### src/rtl/add_sub_pkg.sv
// Shared opcodes and the reference arithmetic for the add/sub pipeline.
// The calc function works on a 32-bit container and is narrowed by the caller.
package add_sub_pkg;

    localparam logic OP_ADD = 1'b0;
    localparam logic OP_SUB = 1'b1;

    localparam int MAX_W = 32;
    localparam int RES_W = MAX_W + 1;

    typedef struct packed {
        logic             sat;
        logic [MAX_W:0]   y;
    } calc_t;

    // Operands must already be zero above bit width-1.
    function automatic calc_t add_sub_calc(
        input logic [MAX_W-1:0] a,
        input logic [MAX_W-1:0] b,
        input logic             sub,
        input logic             sat_en,
        input int               width
    );
        logic [MAX_W:0] top_bit;
        logic [MAX_W:0] mask;
        logic [MAX_W:0] sum;
        logic [MAX_W:0] diff;
        logic           borrow;
        calc_t          r;
        top_bit = RES_W'(1) << width;
        mask    = top_bit - RES_W'(1);
        sum     = {1'b0, a} + {1'b0, b};
        diff    = ({1'b0, a} - {1'b0, b}) & mask;
        borrow  = (a < b);
        r.sat   = 1'b0;
        r.y     = '0;
        if (sub == OP_ADD) begin
            if (sat_en && (|(sum & top_bit))) begin
                r.y   = mask;
                r.sat = 1'b1;
            end else begin
                r.y = sum;
            end
        end else begin
            if (borrow && sat_en) begin
                r.y   = '0;
                r.sat = 1'b1;
            end else if (borrow) begin
                r.y = diff | top_bit;
            end else begin
                r.y = diff;
            end
        end
        return r;
    endfunction

endpackage

### src/rtl/add_sub_pipe_stage_reg.sv
// Delay register with valid bit; holds its contents while the pipeline is stalled.
module pipe_stage_reg #(
    parameter int DW = 10
) (
    input  logic          clk,
    input  logic          rst_n,
    input  logic          hold,
    input  logic          d_valid,
    input  logic [DW-1:0] d_data,
    output logic          q_valid,
    output logic [DW-1:0] q_data
);

    logic          valid_reg;
    logic [DW-1:0] data_reg;

    always_ff @(posedge clk or negedge rst_n) begin
        if (!rst_n) begin
            valid_reg <= 1'b0;
            data_reg  <= '0;
        end else if (!hold) begin
            valid_reg <= d_valid;
            // Bubbles leave the data untouched to avoid needless toggling.
            if (d_valid) begin
                data_reg <= d_data;
            end
        end
    end

    assign q_valid = valid_reg;
    assign q_data  = data_reg;

endmodule

### src/rtl/add_sub_pipe.sv
// Pipelined unsigned adder/subtractor: compute in stage 1, then STAGES-1 delay
// stages, with a single global stall driven by output backpressure.
module add_sub_pipe
    import add_sub_pkg::*;
#(
    parameter int WIDTH  = 8,
    parameter int STAGES = 2,
    parameter int SAT_EN = 0,
    parameter int CNT_W  = 16
) (
    input  logic             clk,
    input  logic             rst_n,
    input  logic             in_valid,
    output logic             in_ready,
    input  logic [WIDTH-1:0] a,
    input  logic [WIDTH-1:0] b,
    input  logic             sub,
    output logic             out_valid,
    input  logic             out_ready,
    output logic [WIDTH:0]   y,
    output logic             sat,
    output logic [CNT_W-1:0] op_count
);

    localparam int DW = WIDTH + 2;  // {sat, y}

    calc_t             calc_res;
    logic              stall;
    logic [STAGES-1:0] stage_valid;
    logic [DW-1:0]     stage_data [STAGES];

    logic              stage1_valid_reg;
    logic [DW-1:0]     stage1_data_reg;
    logic [CNT_W-1:0]  op_count_reg;

    assign calc_res = add_sub_calc(MAX_W'(a), MAX_W'(b), sub, (SAT_EN != 0), WIDTH);

    logic unused_calc;
    assign unused_calc = ^calc_res;

    assign stall    = out_valid && !out_ready;
    assign in_ready = !stall;

    always_ff @(posedge clk or negedge rst_n) begin
        if (!rst_n) begin
            stage1_valid_reg <= 1'b0;
            stage1_data_reg  <= '0;
        end else if (!stall) begin
            stage1_valid_reg <= in_valid;
            if (in_valid) begin
                stage1_data_reg <= {calc_res.sat, calc_res.y[WIDTH:0]};
            end
        end
    end

    assign stage_valid[0] = stage1_valid_reg;
    assign stage_data[0]  = stage1_data_reg;

    generate
        for (genvar gi = 1; gi < STAGES; gi++) begin : g_delay
            pipe_stage_reg #(
                .DW(DW)
            ) u_stage (
                .clk     (clk),
                .rst_n   (rst_n),
                .hold    (stall),
                .d_valid (stage_valid[gi-1]),
                .d_data  (stage_data[gi-1]),
                .q_valid (stage_valid[gi]),
                .q_data  (stage_data[gi])
            );
        end
    endgenerate

    assign out_valid = stage_valid[STAGES-1];
    assign y         = stage_data[STAGES-1][WIDTH:0];
    assign sat       = stage_data[STAGES-1][WIDTH+1];

    always_ff @(posedge clk or negedge rst_n) begin
        if (!rst_n) begin
            op_count_reg <= '0;
        end else if (out_valid && out_ready) begin
            op_count_reg <= op_count_reg + CNT_W'(1);
        end
    end

    assign op_count = op_count_reg;

endmodule

### config.mk
export PLATFORM = sky130hd
export DESIGN_NAME = add_sub_pipe
export DESIGN_NICKNAME = d
export VERILOG_FILES = /design/src/rtl/add_sub_pkg.sv /design/src/rtl/add_sub_pipe_stage_reg.sv /design/src/rtl/add_sub_pipe.sv
export SDC_FILE = /design/constraint.sdc
export NUM_CORES = 1
export LEC_CHECK = 0
export BUFFER_PORTS_ARGS = -buffer_cell sky130_fd_sc_hd__buf_2
export CORE_ASPECT_RATIO = 0.5
export CORE_MARGIN = 2
export CORE_UTILIZATION = 25
export CTS_BUF_LIST = sky130_fd_sc_hd__clkbuf_4
export DETAILED_ROUTE_END_ITERATION = 10
export HOLD_SLACK_MARGIN = 0.08
export PLACE_DENSITY = 0.49
export REMOVE_ABC_BUFFERS = 1
export SETUP_SLACK_MARGIN = 0.3
export SLEW_MARGIN = 30
export SYNTH_ARGS = -nofsm -noshare
export SYNTH_HDL_FRONTEND = slang
export SYNTH_SLANG_ARGS = --single-unit
### constraint.sdc
create_clock -name clk -period 3.39 [get_ports clk]
set_clock_uncertainty 0.2 [all_clocks]
set_input_delay 0.339 -clock clk [delete_from_list [all_inputs] [get_ports clk]]
set_output_delay 0.339 -clock clk [all_outputs]
set_load 0.02 [all_outputs]
### Word-level counts from Yosys, hierarchy flattened

Index checks and enable logic that the tools add are counted.

| word-level totals | value |
|---|---|
| bits in latches | 0 |
| RAM bits | 0 |
| input port bits | 21 |
| output and inout port bits | 28 |
| memory bits (read-only) | 0 |
| memories | 0 |
| logic and storage cells | 18 |
| register bits | 36 |

| cells by class | value |
|---|---|
| multiplexer cells | 2 |
| eq/ne operators | 0 |
| reductions and logical operators | 6 |
| shift operators | 0 |
| add/sub/neg operators | 3 |
| order comparisons | 1 |
| div/mod/pow operators | 0 |
| bitwise operators | 1 |
| $mul | 0 |

Operator list:

| operator | number |
|---|---|
| two-way mux 9 bit | 2 |
| adder 16 x 1 -> 16 bit (second input constant) | 1 |
| adder 8 x 8 -> 9 bit | 1 |
| less-than comparator 8 bit | 1 |
| subtractor 8 bit | 1 |
| AND reduction 2 bit | 2 |
| logical AND 1 bit | 2 |
| zero test 1 bit | 2 |
| NOT 1 bit | 1 |

### Longest topological paths before layout

| depth | value |
|---|---|
| depth in word-level cells | 4 |
| gate-level depth with buffers | 9 |
| mapped depth without buffers | 9 |

### Cells and area by module

A second synthesis with hierarchy kept.

| second synthesis, totals | value |
|---|---|
| cells, all modules | 215 |
| area total of the unflattened synthesis | 2272.2 um^2 |

Modules (own cells, without submodules):

| module | cells each | instances | area each (um^2) | sequential area each (um^2) |
|---|---|---|---|---|
| add_sub_pipe | 191 | 1 | 1808.0 | 650.6 |
| pipe_stage_reg | 24 | 1 | 464.2 | 275.3 |

### Least setup slack after synthesis

No wires, ideal clock.

| timing | value |
|---|---|
| path kind | input to register |
| start point | in a[0] |
| end point | reg stage1_data_reg[6] |
| stages on the path | 8 |
| library setup time | 131 ps |
| slack | 1304 ps |
| arrival time | 1755 ps |
| cell sequence | ha_1 inv_1 fa_1 or2_1 a2111oi_2 nor3_1 xnor2_1 o21ai_1 |

| between the ends | value |
|---|---|
| cells in the longest elaborated chain, start to end | 3 |
| elaborated cells on any way between the ends | 4 |
| classes of those cells | add/sub (2); mux (2) |

Ends and longest elaborated chain:

| what | line | text |
|---|---|---|
| start: declaration | add_sub_pipe.sv:15 | `input logic [WIDTH-1:0] a,` |
| subtractor 8 bit | add_sub_pkg.sv:33 | `diff = ({1'b0, a} - {1'b0, b}) & mask;` |
| two-way mux 9 bit | add_sub_pkg.sv:48 | `end else if (borrow) begin` |
| two-way mux 9 bit (*) | add_sub_pkg.sv:37 | `if (sub == OP_ADD) begin` |
| end signal: assignment | add_sub_pipe.sv:51 | `stage1_data_reg <= {calc_res.sat, calc_res.y[WIDTH:0]};` |
| end: declaration | add_sub_pipe.sv:33 | `logic [DW-1:0] stage1_data_reg;` |

Every way passes the cells marked *; elsewhere a longest branch is shown, timed or not.
A chain may end at the register's enable or synchronous reset.

### Final worst setup path

Same ends and word-level chain as after synthesis.

==> metrics.txt <==
Worst slew margin=a little under half; fin crit period=1.98 ns; Critical Path RT=3.40 ns; drt first pass iters=4; setup TNS after final layout=0 ns; clock insertion delay at the later pin of the skew report=0.33 ns; Core Rows=24; most common library cells after synthesis=dfrtp_1 (36), nand2_1 (21), ha_1 (17), inv_1 (17), xnor2_1 (14); Hold EP=stage1_data_reg[0]$_DFFE_PN0P_; layout cells sized above 1=28.6%; Primary FF master, synth=dfrtp_1; Post-DP Area=roughly 2500 sq um; Final nets=305; vias after detailed routing=1628; # diodes=0; fmax=506 MHz; Final ANT Viol Nets=0; sequential area share after synthesis=41.1%; CTS tree=yes; crit path from=a[0]; Final setup violation count=0; overall routed net length=4.52 mm; flops & latches, synth=36; Mapped Cells=between 200 and 250; gr ovfl total=0; crit start category=primary input; worst hold path depth=3; power per cell area=516 nW/um^2; min-delay src=b[0]; worst setup margin=1.41 ns; initial core utilization=25.5%; fin. max-slew vios=0; Clock Sink Count=36; crit path DAT=around 2.0 ns; CP endpoint kind=flop; HP Class=primary input to flop; Worst R2R Path Depth=5; slowest cell on the critical path=fa_1; post-CTS sizing=0; Design Area, Final=2600 sq um; RSZ-0062 raised after global routing=no; total core area=between 8000 and 9000 sq um; GRT Overall Usage=9.91%; H-Tree Depth=2; worst-path fanout max=2; syn_area_per_cell=between 10 and 15 sq um; die area=between 9000 and 10000 sq um; DR WL/cell=11.8 um; status=finished, final reports clean; area delta synth->final=18.4%; Worst R2R Start=g_delay[1].u_stage.q_valid$_DFFE_PN0N_; Die Y=70.2 um; reg2reg end=stage1_data_reg[7]$_DFFE_PN0P_; Starting DRT DRC Count=~100; Tot Pwr=about 1.3 mW; critical path cell sequence=buf_2 -> ha_1 -> inv_1 -> fa_1 -> or2_1 -> a2111oi_2 -> nor3_1 -> xnor2_1 -> o21ai_1; first-pass GRT wire length=7.69 mm; root buf cell=clkbuf_4; most frequent cell after synthesis=dfrtp_1; most area-hungry cell type in the Yosys netlist=dfrtp_1; Clock Tree Buf Depth=2; setup slack, reg-to-reg=about 1.6 ns; Via density=4.25; initial antenna violation count=0; fin util=30.1%; Post-synth EDFFs=0; Num CTS Buffers=5; Synth top area share=about two fifths; maxcap violations=0; fin crit share=58.3%; crit path kind=primary input to flop; Worst-Margin Slew=just under 0.8 ns; CP peak stage delay=around 0.37 ns; port bufs=47; Worst-path clk slew=~0.11 ns; dpl cells=374; Largest register FFs=16; HPWL Detailed=3.62 mm; vias in the first global route=1651; gpl congestion=0.773; Finished Layout Cells=approximately 380; WHS=0.121 ns; fraction of registers with async set/reset=100%; Die W=136 um; pin count of the biggest net entering global routing=37; synth top area cells=dfrtp_1 (41%), ha_1 (9.7%), xnor2_1 (5.6%), mux2_2 (5.1%), nand2_1 (3.6%); synthesized cell area=2190 sq um; synth unique cells=51; peak supply drop=~0.13 mV; LEAKAGE=1.26 nW; Place WS=1.06 ns; boundary pin count=49; drc violations=0; number of synthesis warnings=0; Hold Vio Cnt, Final=0
==> placed cells by master (no fill, tap or decap), drive strengths merged, types with 2 or more instances in the layout <==
cell type and count:
a2111oi 2, a21o 2, a21oi 8, a221oi 2, a31oi 3, and2 2, and2b 2, and3 2
and4 2, buf 47, clkbuf 6, dfrtp 36, fa 2, ha 17, inv 19, mux2 10
mux2i 2, nand2 22, nand2b 2, nand3 9, nand4 4, nor2 9, nor2b 2, nor3 6
o21a 2, o21ai 11, o21bai 2, or2 2, xnor2 14, xor2 5
==> worst max-delay path, delay by kind of cell <==
kind	cells	cell delay, ns
adder cells (fa/ha/maj)	2	0.53
buffers and inverters	2	0.14
AO/OA/AOI/OAI	2	0.44
XOR/XNOR	1	0.16
AND/OR/NAND/NOR	2	0.37
==> cell families (layout without fill, tap and decap cells) <==
family,count (synthesis),after routing,synth area share [%]
adders and majority gates,19,19,11.5
and+or+nand+nor,67,67,16.1
AOI/OAI and AO/OA,37,37,12.2
DFF,36,36,41.1
other,1,1,0.171
xor gates and xnor gates,19,19,7.59
buffers and inverters,26,75,5.25
muxes,12,12,6.05
==> power by group <==
part	internal (mW)	total [mW]	switching, mW
Combinational	0.202	0.489	0.287
Clock	0.0871	0.227	0.140
Sequential	0.542	0.625	0.0830
==> routing by layer <==
| layer | routed length (um) | GRT usage [%] | part of all wire, % |
|---|---|---|---|
| met5 | 0 | 0 | 0 |
| met4 | 44 | 2.89 | 0.97 |
| met3 | 181 | 2.40 | 4.0 |
| met2 | 2170 | 16.7 | 48 |
| met1 | 2130 | 12.6 | 47 |
==> cell type report <==
class / count / area, sq um
clock buffer: 6 / 45.0
timing repair buffer: 48 / 245
inverter: 19 / 71.3
clock inverter: 2 / 11.3
tap: 117 / 146
sequential: 36 / 901
fill: 907 / 6020
multi-input combinational: 155 / 1180
==> worst max-delay path by stage <==
stage                                          end  slack [ns]  cells past startpoint
floorplan           stage1_data_reg[6]$_DFFE_PN0P_        1.31                      8
global placement    stage1_data_reg[6]$_DFFE_PN0P_        1.09                      9
detailed placement  stage1_data_reg[6]$_DFFE_PN0P_        1.06                      9
CTS                 stage1_data_reg[6]$_DFFE_PN0P_        1.41                      9
global route        stage1_data_reg[6]$_DFFE_PN0P_        1.24                      9
finish              stage1_data_reg[6]$_DFFE_PN0P_        1.41                      9
==> repair_timing <==
action / in CTS / in global routing
setup buffers: 0 / 0
hold buffers: 1 / 0
endpoints found under the hold margin: 36 / 0
Note: power is estimated with default switching activity, not from simulation.
